## src/rtl/add_const_pipe_if.sv

```systemverilog
// rtl/add_const_pipe_if.sv - handshake bundle for add_const_pipe
// slave is the pipeline side, master is the producer/consumer side.
interface add_const_pipe_if #(
  parameter int WIDTH = 32,
  parameter int DEPTH = 2
);
  localparam int OCC_W = $clog2(DEPTH + 1);

  logic             in_valid;
  logic             in_ready;
  logic [WIDTH-1:0] in_data;
  logic             out_valid;
  logic             out_ready;
  logic [WIDTH-1:0] out_data;
  logic             ovf;
  logic [OCC_W-1:0] occupancy;

  modport slave (
    input  in_valid, in_data, out_ready,
    output in_ready, out_valid, out_data, ovf, occupancy
  );

  modport master (
    output in_valid, in_data, out_ready,
    input  in_ready, out_valid, out_data, ovf, occupancy
  );
endinterface

```

## src/rtl/add_const_pipe.sv

```systemverilog
// rtl/add_const_pipe.sv - elastic DEPTH-stage pipeline adding INC, wrap or saturate
// Define ADD_CONST_PIPE_ASSERT_EN to compile in protocol properties.
module add_const_pipe #(
  parameter int          WIDTH = 32,
  parameter int          DEPTH = 2,
  parameter int unsigned INC   = 5,
  parameter bit          SAT   = 1'b0
) (
  input  logic            clk,
  input  logic            rst,
  add_const_pipe_if.slave bus
);
  localparam int OCC_W = $clog2(DEPTH + 1);

  logic [DEPTH-1:0] vld;
  logic [DEPTH-1:0] adv;
  logic [DEPTH-1:0] ovf_q;
  logic [WIDTH-1:0] dat [DEPTH];
  logic [WIDTH:0]   sum;
  logic [WIDTH-1:0] res;
  logic [OCC_W-1:0] occ;

  assign sum = {1'b0, bus.in_data} + (WIDTH + 1)'(INC);
  assign res = (SAT && sum[WIDTH]) ? {WIDTH{1'b1}} : sum[WIDTH-1:0];

  // A stage moves when any stage from it to the output has a hole, or the sink takes a beat.
  always_comb begin
    adv = '0;
    for (int i = 0; i < DEPTH; i++) begin
      adv[i] = bus.out_ready;
      for (int j = i; j < DEPTH; j++) begin
        if (!vld[j]) adv[i] = 1'b1;
      end
    end
  end

  always_comb begin
    occ = '0;
    for (int i = 0; i < DEPTH; i++) begin
      occ = occ + OCC_W'(vld[i]);
    end
  end

  always_ff @(posedge clk or posedge rst) begin
    if (rst) begin
      vld   <= '0;
      ovf_q <= '0;
      for (int i = 0; i < DEPTH; i++) begin
        dat[i] <= '0;
      end
    end else begin
      if (adv[0]) begin
        vld[0] <= bus.in_valid;
        if (bus.in_valid) begin
          dat[0]   <= res;
          ovf_q[0] <= sum[WIDTH];
        end
      end
      for (int i = 1; i < DEPTH; i++) begin
        if (adv[i]) begin
          vld[i] <= vld[i-1];
          if (vld[i-1]) begin
            dat[i]   <= dat[i-1];
            ovf_q[i] <= ovf_q[i-1];
          end
        end
      end
    end
  end

  // in_ready is forced low combinationally so it is 0 for the whole reset pulse.
  assign bus.in_ready  = !rst && adv[0];
  assign bus.out_valid = vld[DEPTH-1];
  assign bus.out_data  = dat[DEPTH-1];
  assign bus.ovf       = ovf_q[DEPTH-1];
  assign bus.occupancy = occ;

`ifdef ADD_CONST_PIPE_ASSERT_EN
  a_stall_stable: assert property (@(posedge clk) disable iff (rst)
    (bus.out_valid && !bus.out_ready) |=> ($stable(bus.out_data) && $stable(bus.ovf)));

  a_occ_bound: assert property (@(posedge clk) bus.occupancy <= OCC_W'(DEPTH));

  a_rst_quiet: assert property (@(posedge clk) rst |-> !bus.out_valid);

  a_full_block: assert property (@(posedge clk) disable iff (rst)
    (bus.occupancy == OCC_W'(DEPTH) && !bus.out_ready) |-> !bus.in_ready);
`else
  // Default build carries no checking logic.
`endif
endmodule
```

## src/flat_wrapper.sv

```systemverilog
// flat-port wrapper written by rule: the top's interface ports become plain ports
module add_const_pipe_flat 
#(
  parameter int          WIDTH = 32,
  parameter int          DEPTH = 2,
  parameter int unsigned INC   = 5,
  parameter bit          SAT   = 1'b0
)
  (clk, rst, bus_in_valid, bus_in_data, bus_out_ready, bus_in_ready, bus_out_valid, bus_out_data, bus_ovf, bus_occupancy);
  add_const_pipe_if #(.WIDTH(WIDTH), .DEPTH(DEPTH)) bus_i ();
  input  logic clk;
  input  logic rst;
  input wire logic [$bits(bus_i.in_valid)-1:0] bus_in_valid;
  input wire logic [$bits(bus_i.in_data)-1:0] bus_in_data;
  input wire logic [$bits(bus_i.out_ready)-1:0] bus_out_ready;
  output wire logic [$bits(bus_i.in_ready)-1:0] bus_in_ready;
  output wire logic [$bits(bus_i.out_valid)-1:0] bus_out_valid;
  output wire logic [$bits(bus_i.out_data)-1:0] bus_out_data;
  output wire logic [$bits(bus_i.ovf)-1:0] bus_ovf;
  output wire logic [$bits(bus_i.occupancy)-1:0] bus_occupancy;
  assign bus_i.in_valid = bus_in_valid;
  assign bus_i.in_data = bus_in_data;
  assign bus_i.out_ready = bus_out_ready;
  assign bus_in_ready = bus_i.in_ready;
  assign bus_out_valid = bus_i.out_valid;
  assign bus_out_data = bus_i.out_data;
  assign bus_ovf = bus_i.ovf;
  assign bus_occupancy = bus_i.occupancy;
  add_const_pipe #(.WIDTH(WIDTH), .DEPTH(DEPTH), .INC(INC), .SAT(SAT)) u_core (.clk(clk), .rst(rst), .bus(bus_i));
endmodule
```

## config.mk

```make
export PLATFORM = sky130hd
export DESIGN_NAME = add_const_pipe_flat
export DESIGN_NICKNAME = d
export VERILOG_FILES = /design/src/rtl/add_const_pipe_if.sv /design/src/rtl/add_const_pipe.sv /design/src/flat_wrapper.sv
export SDC_FILE = /design/constraint.sdc
export NUM_CORES = 1
export LEC_CHECK = 0
export CORE_MARGIN = 2
export CORE_UTILIZATION = 55
export DETAILED_ROUTE_END_ITERATION = 8
export PLACE_DENSITY = 0.92
export SYNTH_ARGS = -nofsm -noshare
export SYNTH_HDL_FRONTEND = slang
export SYNTH_SLANG_ARGS = --single-unit
```

## constraint.sdc

```tcl
create_clock -name clk -period 3.2 [get_ports clk]
set_clock_uncertainty 0.1 [all_clocks]
set_input_delay 0.48 -clock clk [delete_from_list [all_inputs] [get_ports clk]]
set_output_delay 0.48 -clock clk [all_outputs]
set_load 0.005 [all_outputs]
```

After elaboration in Yosys (flattened, before gate mapping)
Index checks and enable logic that the tools add are counted.
Widths: inputs -> output; s select.
- flip-flop bits (word level): 68
- bits of input ports: 36
- output and inout bits: 37
- add/sub/neg operators: 2
- muxes and demuxes: 3
- reduce and logical (&&, ||, !) cells: 4
- operator list (kind ; count):
    $add 32x3->33 const B ; 1
    $reduce_and 2->1 ; 2
    $mux 1 ; 3
    $add 1x1->2 ; 1
    $logic_and 1x1->1 ; 1
    $logic_not 1->1 ; 1

Depth between registers and ports, before layout
- word-level depth: 3
- gate-level depth with buffers: 6
- gate-level depth less buffers: 5

Least setup slack after synthesis
OpenSTA, ideal clock, no wires.
- path type: input -> register
- from: input bus_in_data[0]
- to: register u_core.dat[52] in the netlist's numbering
- setup time: 82 ps
- data arrival time: 2032 ps
- data required time: 3018 ps
- setup slack: 986 ps
- stages: 6
- buffers on the path: 1
- cell sequence: ha_1 > o211ai_2 > or4_1 > clkbuf_1 > or3_1 > a31oi_1
- longest elaborated chain between the ends: 1
- ends and longest elaborated chain (element ; RTL line ; source):
    from (decl) ; flat_wrapper.sv:14 ; input wire logic [$bits(bus_i.in_data)-1:0] bus_in_data;
    $add 32x3->33 ; add_const_pipe.sv:23 ; assign sum = {1'b0, bus.in_data} + (WIDTH + 1)'(INC);
    to (signal, indexed assignment) ; add_const_pipe.sv:63 ; dat[i] <= dat[i-1];
    to (decl) ; add_const_pipe.sv:18 ; logic [WIDTH-1:0] dat [DEPTH];
Every way passes these cells.
A chain may end at the register's enable or synchronous reset.

Worst setup path in the final report
- from: input bus_in_data[0]
- to: register u_core.dat[58] in the netlist's numbering
Same word-level chain as after synthesis.

==> reports/qor.txt <==
Unrepaired setup endpoints after global routing: false
H-tree levels: 3
Seq/Total Area, Yosys: 49.3%
Metal2 WL: 3990 um
Cts hold-fix bufs: 0
Yosys reg bits: 68
F_max: 355 MHz
Routed wl met3: 439 um
Crit Path Max Fanout: 13
Area contributors post-synth: dfrtp_1, mux2_2, buf_4, nand2_1, o21ai_0
Initial DRC Count: 287
Post-Route WL: 7690 um
Crit share post-route: 88.0%
Net Switching: 615 uW
Fraction of layout instances using a drive strength above 1: 15.8%
Top Family by Delay on Critical Path: simple AND/OR/NAND/NOR gates
Filler instances: 417
Critical path depth: 6
Finish-stage setup viols: 0
Vias in the first global route: 2663
Initial Utilization: 57.6%
Final net count: 420
Min-delay worst type: flip-flop to flip-flop
N_diodes: 0
Slew Limit Fails: 0
First-pass GRT wire length: 13000 um
CP most frequent cell: or4_1
Pleak: 0.00168 uW
Synth Net Count: 374
Tot Pwr: 2390 uW
DIE AREA: 6920 um^2
VDD IR max: 279 uV
Vias per cell: 5.92
Via count: 2735
Ports: 73
Reg clk slew, reported paths: 0.07 ns
Top cells by count, synth: dfrtp_1, nand2_1, mux2_2, buf_4, nor2_1
WL/cell: 16.6 um
Clock share of power: 29.9%
Yosys warning count: 0
Worst R2R Path Depth: 4
Largest net degree at the start of global routing: 69
Top-area cell type share of the netlist area: 49.3%
Post-CTS setup buffers: 0
Sw frac: 25.7%
Die Ht: 83.2 um
Drc violations: 0
Longest Clk Path Bufs: 2
Combinational cell fraction of total power: 23.7%
Mapped Cells: 336
Worst-Skew Late Latency: 0.35 ns
Post-synth top flop: dfrtp_1
Grt ovf: 0
Syn Area/Cell: 10.3 um^2
FP Rows: 28
Post-synth EDFFs: 0
CTS Buf Count: 9
# port buffers: 72
GRT Overall Usage: 23.3%
WS Path Type: input pin to flip-flop
Critical path endpoint category: flip-flop
Min cycle time layout: 2.82 ns
Status: completed
Worst path cell trace: clkdlybuf4s50_1 > ha_1 > o211ai_2 > or4_1 > or4_1 > a31oi_1
Total core area: 5990 um^2
Top-count cell post-synth: dfrtp_1
Highest metal used: met4
Wl on met1: 3040 um
Area leader, netlist: dfrtp_1
Max_slew headroom: 44.2%
Die X: 83.2 um
CP bufs+invs: 1
CP required: 3.35 ns
P&R area growth vs syn: 22.7%
CTS tree: built
Remaining antenna violation count: 0
Endpoints failing hold: 0
Sequential share of power: 46.4%
Maximum Capacitance Violations: 0
Critical Path Max Stage Delay: 0.75 ns
Int Pwr: 1780 uW
DP Wirelength: 5530 um
Initial antenna violation count: 0
Slowest-stage cell, CP: or4_1
Worst Setup Start Kind: input pin
Gpl congestion: 0.859
Post_cts resized: 0
Root Buffer Master: clkbuf_8
Syn Std Cell Area: 3450 um^2
CP arrival: 2.97 ns
Hold Path Stages: 2
Setup TNS: 0 ns
Slew @ Worst Pin: 0.837 ns
Pwr per Cell Area: 565 nW/um^2
Netlist cell types: 38
DRT Pass-1 Iters: 6
Number of sinks on the clock net: 68
FFs w/ async S/R, synth: 100%
## flip-flops by register name (all words and copies together), names as in the netlist
register and flops:
u_core.bus.out_data 32, u_core.dat 32, u_core.ovf_q 2, u_core.vld 2
## worst register-to-register path, stage by stage (launching register included)
cell	delay, ns
dfrtp_1	0.42
nand3b_1	0.22
nand2_1	0.34
or4_1	0.60
o211ai_1	0.10
## metrics by stage
stage | worst slack (ns) | std cells | cell area (um^2) | util, % | hold WS [ns]
6_report | 0.385 | 462 | 4230 | 70.7 | 0.376
5_1_grt | 0.236 | 462 | 4230 | 70.7 | 0.425
4_1_cts | 0.408 | 462 | 4230 | 70.7 | 0.384
3_5_place_dp | 0.125 | 446 | 4030 | 67.3 | 0.369
3_3_place_gp | 0.249 | 446 | 4030 | 67.3 | 0.358
2_1_floorplan | 0.908 | 336 | 3450 | - | 0.342
## power groups by stage
| stage | clock, uW | combinational [uW] | sequential [uW] |
|---|---|---|---|
| after global routing | 765 | 617 | 1130 |
| final | 714 | 568 | 1110 |
| after floorplan | 0 | 387 | 1090 |
| after detailed placement | 0 | 570 | 1130 |
| after CTS | 724 | 574 | 1110 |
| after global placement | 0 | 549 | 1110 |
## area by class of cell
cell class	instances	area, um^2	area share (%)
Clock inverter	4	47.5	1.12
Sequential cell	68	1700	40.2
Multi-Input combinational cell	217	1430	33.8
Clock buffer	12	155	3.67
Tap cell	75	93.8	2.22
Timing Repair Buffer	80	781	18.4
Inverter	6	22.5	0.532
## cells by family (layout without fill, tap and decap cells)
kind of cell	count (synthesis)	after routing	synth area share [%]
flip-flops	68	68	49.3
adder cells (fa/ha/maj)	2	2	0.725
multiplexers	33	33	10.8
AO/OA/AOI/OAI	52	52	9.46
AND/OR/NAND/NOR	118	118	17.4
XOR/XNOR	12	12	3.05
buffers and inverters	51	102	9.28
## worst paths after layout
check,start,endpoint,slack [ns]
worst max-delay path,bus_in_data[0],u_core.dat[58],0.38
worst min-delay path,u_core.dat[33],u_core.dat[33],0.38
worst max register to register,u_core.vld[0],u_core.dat[53],1.34
worst min register to register,u_core.dat[33],u_core.dat[33],0.38
max in group asynchronous,rst,u_core.bus.out_data[4],1.84
min in group asynchronous,rst,u_core.dat[61],0.61
## per-layer routing
metal	track usage, %	vias up
met2	40.2	114
met3	4.37	21
li1	-	1273
met1	27.7	1327
met5	0	-
met4	12.2	0
## cells in the final DEF (no fill, tap or decap), types with 3 or more instances in the layout
| cell type | instances |
|---|---|
| clkdlybuf4s50_1 | 72 |
| dfrtp_1 | 68 |
| nand2_1 | 34 |
| mux2_2 | 33 |
| nor2_1 | 23 |
| o21ai_0 | 20 |
| a31oi_1 | 14 |
| nand4_1 | 13 |
| nand3_1 | 11 |
| clkbuf_8 | 11 |
| xnor2_1 | 9 |
| or4_1 | 9 |
| buf_4 | 8 |
| or3_1 | 7 |
| nor4_1 | 6 |
| inv_1 | 5 |
| o31ai_1 | 5 |
| nor3_1 | 4 |
| o211ai_1 | 3 |
| xor2_1 | 3 |
Note: power is estimated with default switching activity, not from simulation.
